===== src/rtl/mips_cpu_pkg.sv =====
// mips_cpu_pkg: opcodes, controller states and bus widths shared by the memory access controller.
package mips_cpu_pkg;
  localparam int DATA_W = 32;
  localparam int BE_W   = 4;
  localparam logic [5:0] OP_LB  = 6'b100000;
  localparam logic [5:0] OP_LH  = 6'b100001;
  localparam logic [5:0] OP_LW  = 6'b100011;
  localparam logic [5:0] OP_LBU = 6'b100100;
  localparam logic [5:0] OP_LHU = 6'b100101;
  localparam logic [5:0] OP_SB  = 6'b101000;
  localparam logic [5:0] OP_SH  = 6'b101001;
  localparam logic [5:0] OP_SW  = 6'b101011;
  typedef enum logic [1:0] {IDLE, ACCESS, RESP} ctrl_state_t;
endpackage


===== src/rtl/mips_cpu_lane_ctrl.sv =====
// mips_cpu_lane_ctrl: decodes a load/store opcode into byte lanes, store data placement and load extension.
module mips_cpu_lane_ctrl import mips_cpu_pkg::*; (
  input  logic [5:0]        op,
  input  logic [1:0]        addr_lo,
  input  logic [DATA_W-1:0] wdata,
  input  logic [DATA_W-1:0] readdata,
  output logic [BE_W-1:0]   byteenable,
  output logic [DATA_W-1:0] writedata,
  output logic [DATA_W-1:0] rdata,
  output logic              misalign,
  output logic              illegal,
  output logic              is_store
);
  logic sz_b, sz_h;
  logic [DATA_W-1:0] shifted;
  always_comb begin
    sz_b       = op inside {OP_LB, OP_LBU, OP_SB};
    sz_h       = op inside {OP_LH, OP_LHU, OP_SH};
    illegal    = !(op inside {OP_LB, OP_LH, OP_LW, OP_LBU, OP_LHU, OP_SB, OP_SH, OP_SW});
    is_store   = op inside {OP_SB, OP_SH, OP_SW};
    misalign   = (sz_h & addr_lo[0]) | (!sz_b & !sz_h & !illegal & (|addr_lo));
    byteenable = sz_b ? 4'b0001 << addr_lo : sz_h ? 4'b0011 << addr_lo : 4'b1111;
    writedata  = sz_b ? {4{wdata[7:0]}} : sz_h ? {2{wdata[15:0]}} : wdata;
    // bring the addressed lane down to bit 0 before extending
    shifted    = readdata >> {addr_lo, 3'b000};
    rdata      = op == OP_LB  ? {{24{shifted[7]}}, shifted[7:0]} :
                 op == OP_LBU ? {24'b0, shifted[7:0]} :
                 op == OP_LH  ? {{16{shifted[15]}}, shifted[15:0]} :
                 op == OP_LHU ? {16'b0, shifted[15:0]} : readdata;
  end
endmodule


===== src/rtl/mips_cpu_mem_access_ctrl.sv =====
// mips_cpu_mem_access_ctrl: runs one CPU load/store at a time on the Avalon-MM data port
// with waitrequest stall handling, a stall timeout and a single response pulse per request.
module mips_cpu_mem_access_ctrl import mips_cpu_pkg::*; #(
  parameter int TIMEOUT_CYCLES = 255
) (
  input  logic              clk,
  input  logic              rst_n,
  input  logic              req_valid,
  output logic              req_ready,
  input  logic [5:0]        req_op,
  input  logic [DATA_W-1:0] req_addr,
  input  logic [DATA_W-1:0] req_wdata,
  output logic              resp_valid,
  output logic [DATA_W-1:0] resp_rdata,
  output logic              resp_err,
  output logic [DATA_W-1:0] avm_address,
  output logic              avm_read,
  output logic              avm_write,
  output logic [DATA_W-1:0] avm_writedata,
  output logic [BE_W-1:0]   avm_byteenable,
  input  logic              avm_waitrequest,
  input  logic [DATA_W-1:0] avm_readdata
);
  ctrl_state_t state_q, state_d;
  logic [5:0] op_q, op_d;
  logic [DATA_W-1:0] addr_q, addr_d, wdata_q, wdata_d, rdata_q, rdata_d;
  logic err_q, err_d;
  logic [15:0] cnt_q, cnt_d;
  logic idle, access;
  logic [BE_W-1:0] lane_be;
  logic [DATA_W-1:0] lane_wd, lane_rd;
  logic misalign, illegal, is_store;
  assign idle   = state_q == IDLE;
  assign access = state_q == ACCESS;
  // decode the live request while idle, the captured one afterwards
  mips_cpu_lane_ctrl u_lane (
    .op         (idle ? req_op : op_q),
    .addr_lo    (idle ? req_addr[1:0] : addr_q[1:0]),
    .wdata      (wdata_q),
    .readdata   (avm_readdata),
    .byteenable (lane_be),
    .writedata  (lane_wd),
    .rdata      (lane_rd),
    .misalign   (misalign),
    .illegal    (illegal),
    .is_store   (is_store)
  );
  always_comb begin
    state_d = state_q;
    op_d    = op_q;
    addr_d  = addr_q;
    wdata_d = wdata_q;
    rdata_d = rdata_q;
    err_d   = err_q;
    cnt_d   = cnt_q;
    case (state_q)
      IDLE: if (req_valid) begin
        op_d    = req_op;
        addr_d  = req_addr;
        wdata_d = req_wdata;
        rdata_d = '0;
        err_d   = illegal | misalign;
        state_d = (illegal | misalign) ? RESP : ACCESS;
      end
      ACCESS: if (!avm_waitrequest) begin
        rdata_d = is_store ? '0 : lane_rd;
        err_d   = 1'b0;
        state_d = RESP;
      end else if (cnt_q == 16'(TIMEOUT_CYCLES)) begin
        rdata_d = '0;
        err_d   = 1'b1;
        state_d = RESP;
      end else begin
        cnt_d = cnt_q + 16'd1;
      end
      default: begin
        cnt_d   = '0;
        state_d = IDLE;
      end
    endcase
  end
  always_ff @(posedge clk or negedge rst_n)
    if (!rst_n) begin
      state_q <= IDLE;
      op_q    <= '0;
      addr_q  <= '0;
      wdata_q <= '0;
      rdata_q <= '0;
      err_q   <= 1'b0;
      cnt_q   <= '0;
    end else begin
      state_q <= state_d;
      op_q    <= op_d;
      addr_q  <= addr_d;
      wdata_q <= wdata_d;
      rdata_q <= rdata_d;
      err_q   <= err_d;
      cnt_q   <= cnt_d;
    end
  assign req_ready      = idle;
  assign resp_valid     = state_q == RESP;
  assign resp_rdata     = resp_valid ? rdata_q : '0;
  assign resp_err       = resp_valid & err_q;
  assign avm_address    = access ? {addr_q[31:2], 2'b00} : '0;
  assign avm_read       = access & !is_store;
  assign avm_write      = access & is_store;
  assign avm_writedata  = access ? lane_wd : '0;
  assign avm_byteenable = access ? lane_be : '0;
endmodule


===== config.mk =====
export PLATFORM = sky130hd
export DESIGN_NAME = mips_cpu_mem_access_ctrl
export DESIGN_NICKNAME = d
export VERILOG_FILES = /design/src/rtl/mips_cpu_pkg.sv /design/src/rtl/mips_cpu_lane_ctrl.sv /design/src/rtl/mips_cpu_mem_access_ctrl.sv
export SDC_FILE = /design/constraint.sdc
export NUM_CORES = 1
export LEC_CHECK = 0
export ABC_AREA = 0
export BUFFER_PORTS_ARGS = -buffer_cell sky130_fd_sc_hd__buf_2
export CAP_MARGIN = 20
export CORE_ASPECT_RATIO = 1.25
export CORE_MARGIN = 4
export CORE_UTILIZATION = 47
export DETAILED_ROUTE_END_ITERATION = 10
export GPL_TIMING_DRIVEN = 0
export PLACE_DENSITY = 0.85
export RECOVER_POWER = 100
export SKIP_CTS_REPAIR_TIMING = 1
export SYNTH_ARGS = -nofsm -noshare
export SYNTH_HDL_FRONTEND = slang
export SYNTH_SLANG_ARGS = --single-unit

===== constraint.sdc =====
create_clock -name clk -period 2.4 [get_ports clk]
set_clock_uncertainty 0.1 [all_clocks]
set_input_delay 0.24 -clock clk [delete_from_list [all_inputs] [get_ports clk]]
set_output_delay 0.24 -clock clk [all_outputs]
set_load 0.03 [all_outputs]

==> impl_metrics.prom <==
# TYPE chip_impl_metric gauge
chip_impl_info{name="outcome",value="finished with violations"} 1
chip_impl_info{name="violations",value="design-rule violations, max-capacitance violations, max-slew violations, negative setup slack"} 1
chip_impl_metric{name="die_width",unit="um"} 117
chip_impl_metric{name="drt_drc_violations_left",unit=""} 2
chip_impl_metric{name="route.antenna.remaining_nets",unit=""} 0
chip_impl_metric{name="initial_antenna_violation_count",unit=""} 3
chip_impl_metric{name="share_comb_of_total_power",unit="%"} 44.3
chip_impl_metric{name="pin_count",unit=""} 211
chip_impl_metric{name="worst_hold_path.num_cells",unit=""} 2
chip_impl_metric{name="synthDistinctLibCells",unit=""} 66
chip_impl_metric{name="layoutNonFillerInstCount",unit=""} 1228
chip_impl_metric{name="p_int",unit="mW"} 6.01
chip_impl_metric{name="swShare",unit="%"} 38.3
chip_impl_metric{name="irDropWorstVdd",unit="mV"} 0.591
chip_impl_metric{name="place.detailed.instances",unit=""} 1074
chip_impl_metric{name="overflow_after_grt",unit=""} 0
chip_impl_metric{name="initial_core_util",unit="%"} 48.4
chip_impl_metric{name="synthCells",unit=""} 685
chip_impl_metric{name="post_drt_via_cell_ratio",unit=""} 6.04
chip_impl_metric{name="maxCapViolCount",unit=""} 1
chip_impl_metric{name="tightestPinTransition",unit="ns"} 1.58
chip_impl_metric{name="drive_above_1_share",unit="%"} 48.5
chip_impl_info{name="holdCritPathClass",value="in2reg"} 1
chip_impl_info{name="highest_layer",value="met5"} 1
chip_impl_metric{name="syn_area_per_cell",unit="sq um"} 10.3
chip_impl_metric{name="clock_slew_at_the_register_clock_pins_of_the_worst_setup_and_hold_paths",unit="ns"} 0.06
chip_impl_info{name="worst_setup_path_end_kind",value="primary output"} 1
chip_impl_info{name="timing.hold.worst_endpoint",value="addr_q[1]"} 1
chip_impl_metric{name="timing_max_transition_violations_final",unit=""} 63
chip_impl_metric{name="ys_seq_elements",unit=""} 121
chip_impl_metric{name="finalSetupViolCount",unit=""} 164
chip_impl_metric{name="grt_usage",unit="%"} 24.0
chip_impl_metric{name="mappedNetlistArea",unit="sq um"} 7030
chip_impl_metric{name="power_frac_seq",unit="%"} 30.9
chip_impl_info{name="mostFrequentLayoutCell",value="buf_2"} 1
chip_impl_info{name="most-common-layout-cells",value="166 x buf_2, 121 x dfrtp_1, 69 x and2_1, 68 x mux2_2, 65 x dlygate4sd3_1"} 1
chip_impl_metric{name="route.met2.wl",unit="mm"} 13.9
chip_impl_metric{name="routedWlPerCell",unit="um"} 21.7
chip_impl_metric{name="sequential_share_of_the_synthesized_area",unit="%"} 43.1
chip_impl_metric{name="met3_length",unit="mm"} 2.28
chip_impl_metric{name="number_of_vias_in_the_routed_layout",unit=""} 7417
chip_impl_info{name="holdCritStartpoint",value="req_addr[1]"} 1
chip_impl_metric{name="final_replace_weighted_congestion",unit=""} 0.931
chip_impl_info{name="crit-reg2reg-capture",value="rdata_q[28]"} 1
chip_impl_metric{name="hpwlAfterDp",unit="mm"} 15.2
chip_impl_metric{name="post_dp_cell_area",unit="sq um"} 8520
chip_impl_metric{name="max_freq",unit="MHz"} 332
chip_impl_metric{name="hold_violations",unit=""} 0
chip_impl_metric{name="totalNegativeSetupSlack",unit="ns"} -32.32
chip_impl_info{name="clock-root-buffer",value="clkbuf_16"} 1
chip_impl_metric{name="power",unit="mW"} 9.74
chip_impl_info{name="startpoint_of_the_lowest_slack_register_to_register_path",value="state_q[0]"} 1
chip_impl_metric{name="fp-row-count",unit=""} 49
chip_impl_metric{name="first_global_vias",unit=""} 6454
chip_impl_info{name="unrepaired_setup_endpoints_after_global_routing",value="true"} 1
chip_impl_metric{name="grt_start_max_net_pins",unit=""} 63
chip_impl_metric{name="min_period_over_period",unit="%"} 126
chip_impl_metric{name="critPathMaxFanout",unit=""} 5
chip_impl_metric{name="finalWorstPathRequiredPeriod",unit="ns"} 3.01
chip_impl_metric{name="syn_to_final_growth",unit="%"} 57.5
chip_impl_info{name="dominant_register_cell_in_the_synthesized_netlist",value="dfrtp_1"} 1
chip_impl_metric{name="multiInputGateArea",unit="sq um"} 4260
chip_impl_metric{name="total_wirelength",unit="mm"} 26.7
chip_impl_metric{name="finish.instance_area",unit="sq um"} 11100
chip_impl_metric{name="detail_route.first_pass.iterations",unit=""} 8
chip_impl_metric{name="clkLatencyLatePin",unit="ns"} 0.43
chip_impl_metric{name="number_of_enable_type_register_cells_in_the_synthesized_netlist",unit=""} 0
chip_impl_metric{name="ys_async_sr_fraction",unit="%"} 100
chip_impl_metric{name="design.final.nets",unit=""} 1146
chip_impl_metric{name="coreArea",unit="sq um"} 14500
chip_impl_metric{name="timing.reg2reg.setup_slack",unit="ns"} -0.31
chip_impl_metric{name="timing.reg2reg.worst_path_depth",unit=""} 9
chip_impl_metric{name="switching_power",unit="mW"} 3.72
chip_impl_info{name="clock_tree_from_tritoncts",value="yes"} 1
chip_impl_metric{name="p_leak",unit="nW"} 5.00
chip_impl_metric{name="cts_buffer_depth",unit=""} 2
chip_impl_metric{name="regArea",unit="sq um"} 3030
chip_impl_metric{name="synth.yosys.warnings",unit=""} 0
chip_impl_metric{name="num_clock_sinks",unit=""} 121
chip_impl_metric{name="critical_path_arrival",unit="ns"} 2.67
chip_impl_metric{name="cts-htree-levels",unit=""} 4
chip_impl_metric{name="grt_first_pass_wirelength",unit="mm"} 32.8
chip_impl_info{name="worst-setup-path-type",value="reg2out"} 1
chip_impl_metric{name="place.port_buffers",unit=""} 208
chip_impl_metric{name="die-area",unit="sq um"} 17000
chip_impl_metric{name="drt-met1-wl",unit="mm"} 9.05
chip_impl_metric{name="fillcell_total",unit=""} 834
chip_impl_metric{name="drt_iter0_markers",unit=""} 576
chip_impl_info{name="worst_setup_path_start_kind",value="flop"} 1
chip_impl_metric{name="critPathRequiredTime",unit="ns"} 2.06
chip_impl_metric{name="cts_inserted_buffers",unit=""} 17
chip_impl_metric{name="die_height",unit="um"} 145
chip_impl_metric{name="powerDensity",unit="nW/um^2"} 880
chip_impl_metric{name="maxSlewHeadroom",unit="%"} -5.55
chip_impl_metric{name="place_worst_setup_slack",unit="ns"} -0.373
chip_impl_metric{name="share_clk_of_total_power",unit="%"} 24.9
chip_impl_metric{name="final_critical_path_setup_slack",unit="ns"} -0.613
## critical path: stages, from the launching register on
cell and delay (ns):
dfrtp_1 0.37, buf_6 0.13, or4b_4 0.51, o21a_1 0.16, buf_6 0.14, nor2_4 0.15
buf_12 0.13, buf_6 0.10, mux2i_1 0.27, nor2_1 0.10, buf_4 0.18
## cell usage after synthesis, drive strengths merged (2+ instances only)
master	n	area share, %
a2111oi	2	0.25
a211oi	12	1.3
a21o	4	0.43
a21oi	36	2.6
a31oi	3	0.27
and2	76	6.8
and3	5	0.44
buf	18	1.9
clkbuf	35	1.9
clkinv	2	0.18
dfrtp	121	43
ha	5	0.89
inv	8	0.43
mux2	69	11
mux2i	29	4.2
nand2	20	1.2
nand2b	2	0.18
nand3	10	0.71
nand4	2	0.27
nor2	60	3.4
nor3	11	0.94
nor3b	2	0.37
nor4	4	0.66
nor4b	3	0.46
o211ai	10	1.1
o21a	7	0.75
o21ai	53	3.8
o2bb2ai	10	1.2
o311ai	22	3.9
or2	2	0.21
or3	11	0.98
or3b	2	0.25
or4	5	0.53
or4b	3	0.43
xnor2	5	0.62
xor2	3	0.37
## area by class of cell
cell class,count,area share [%]
flip-flops and latches,121,27.4
repair buffers,334,23.0
diodes,3,0.0678
plain buffers,49,3.77
inverters,10,0.463
clock inverters,9,0.678
multi-input cells,502,38.5
well taps,178,2.01
clock buffers,22,4.19
## routing by layer
layer | up-vias | global-route usage, %
met3 | 147 | 8.67
met5 | - | 0
met4 | 2 | 7.84
met2 | 495 | 42.6
li1 | 3172 | -
met1 | 3601 | 27.1
## registers in the layout, indices dropped and copies added, names as in the netlist
name and flops:
rdata_q 32, wdata_q 32, err_q 1, cnt_q 16, op_q 6, addr_q 32
state_q 2
## how the worst max path moves through the flow
stage | from | end | slack (ns) | cells past startpoint
5_1_grt | state_q[0] | avm_writedata[17] | -0.69 | 10
3_3_place_gp | state_q[1] | avm_read | -0.60 | 7
6_report | state_q[0] | avm_writedata[17] | -0.61 | 10
3_5_place_dp | state_q[0] | avm_writedata[25] | -0.37 | 9
2_1_floorplan | state_q[1] | avm_writedata[24] | -0.05 | 8
4_1_cts | state_q[1] | avm_byteenable[1] | -0.82 | 11
## stage by stage
| step | hold slack (ns) | utilization (%) |
|---|---|---|
| floorplan | -0.156 | - |
| global placement | 0.366 | 58.3 |
| detailed placement | 0.162 | 58.6 |
| CTS | -0.277 | 62.3 |
| global route | 0.00223 | 76.2 |
| finish | 0.00306 | 76.2 |
## power groups by stage
| stage | registers (mW) | clock network (mW) | logic, mW |
|---|---|---|---|
| finish | 3.01 | 2.42 | 4.31 |
| global route | 3.06 | 2.54 | 4.54 |
| CTS | 2.93 | 2.40 | 3.04 |
| detailed placement | 2.96 | 0 | 3.02 |
| global placement | 2.93 | 0 | 2.94 |
| floorplan | 2.84 | 0 | 2.31 |
## cells by family after synthesis
| logic type | count (synthesis) | share of synthesized area, % |
|---|---|---|
| muxes | 98 | 15.3 |
| and+or+nand+nor | 220 | 18.0 |
| buffers and inverters | 63 | 4.40 |
| adders and majority gates | 5 | 0.890 |
| AOI/OAI and AO/OA | 169 | 17.3 |
| other | 1 | 0.0533 |
| xor gates and xnor gates | 8 | 0.997 |
| DFF | 121 | 43.1 |
No activity file was read; power rests on OpenSTA's default activity.
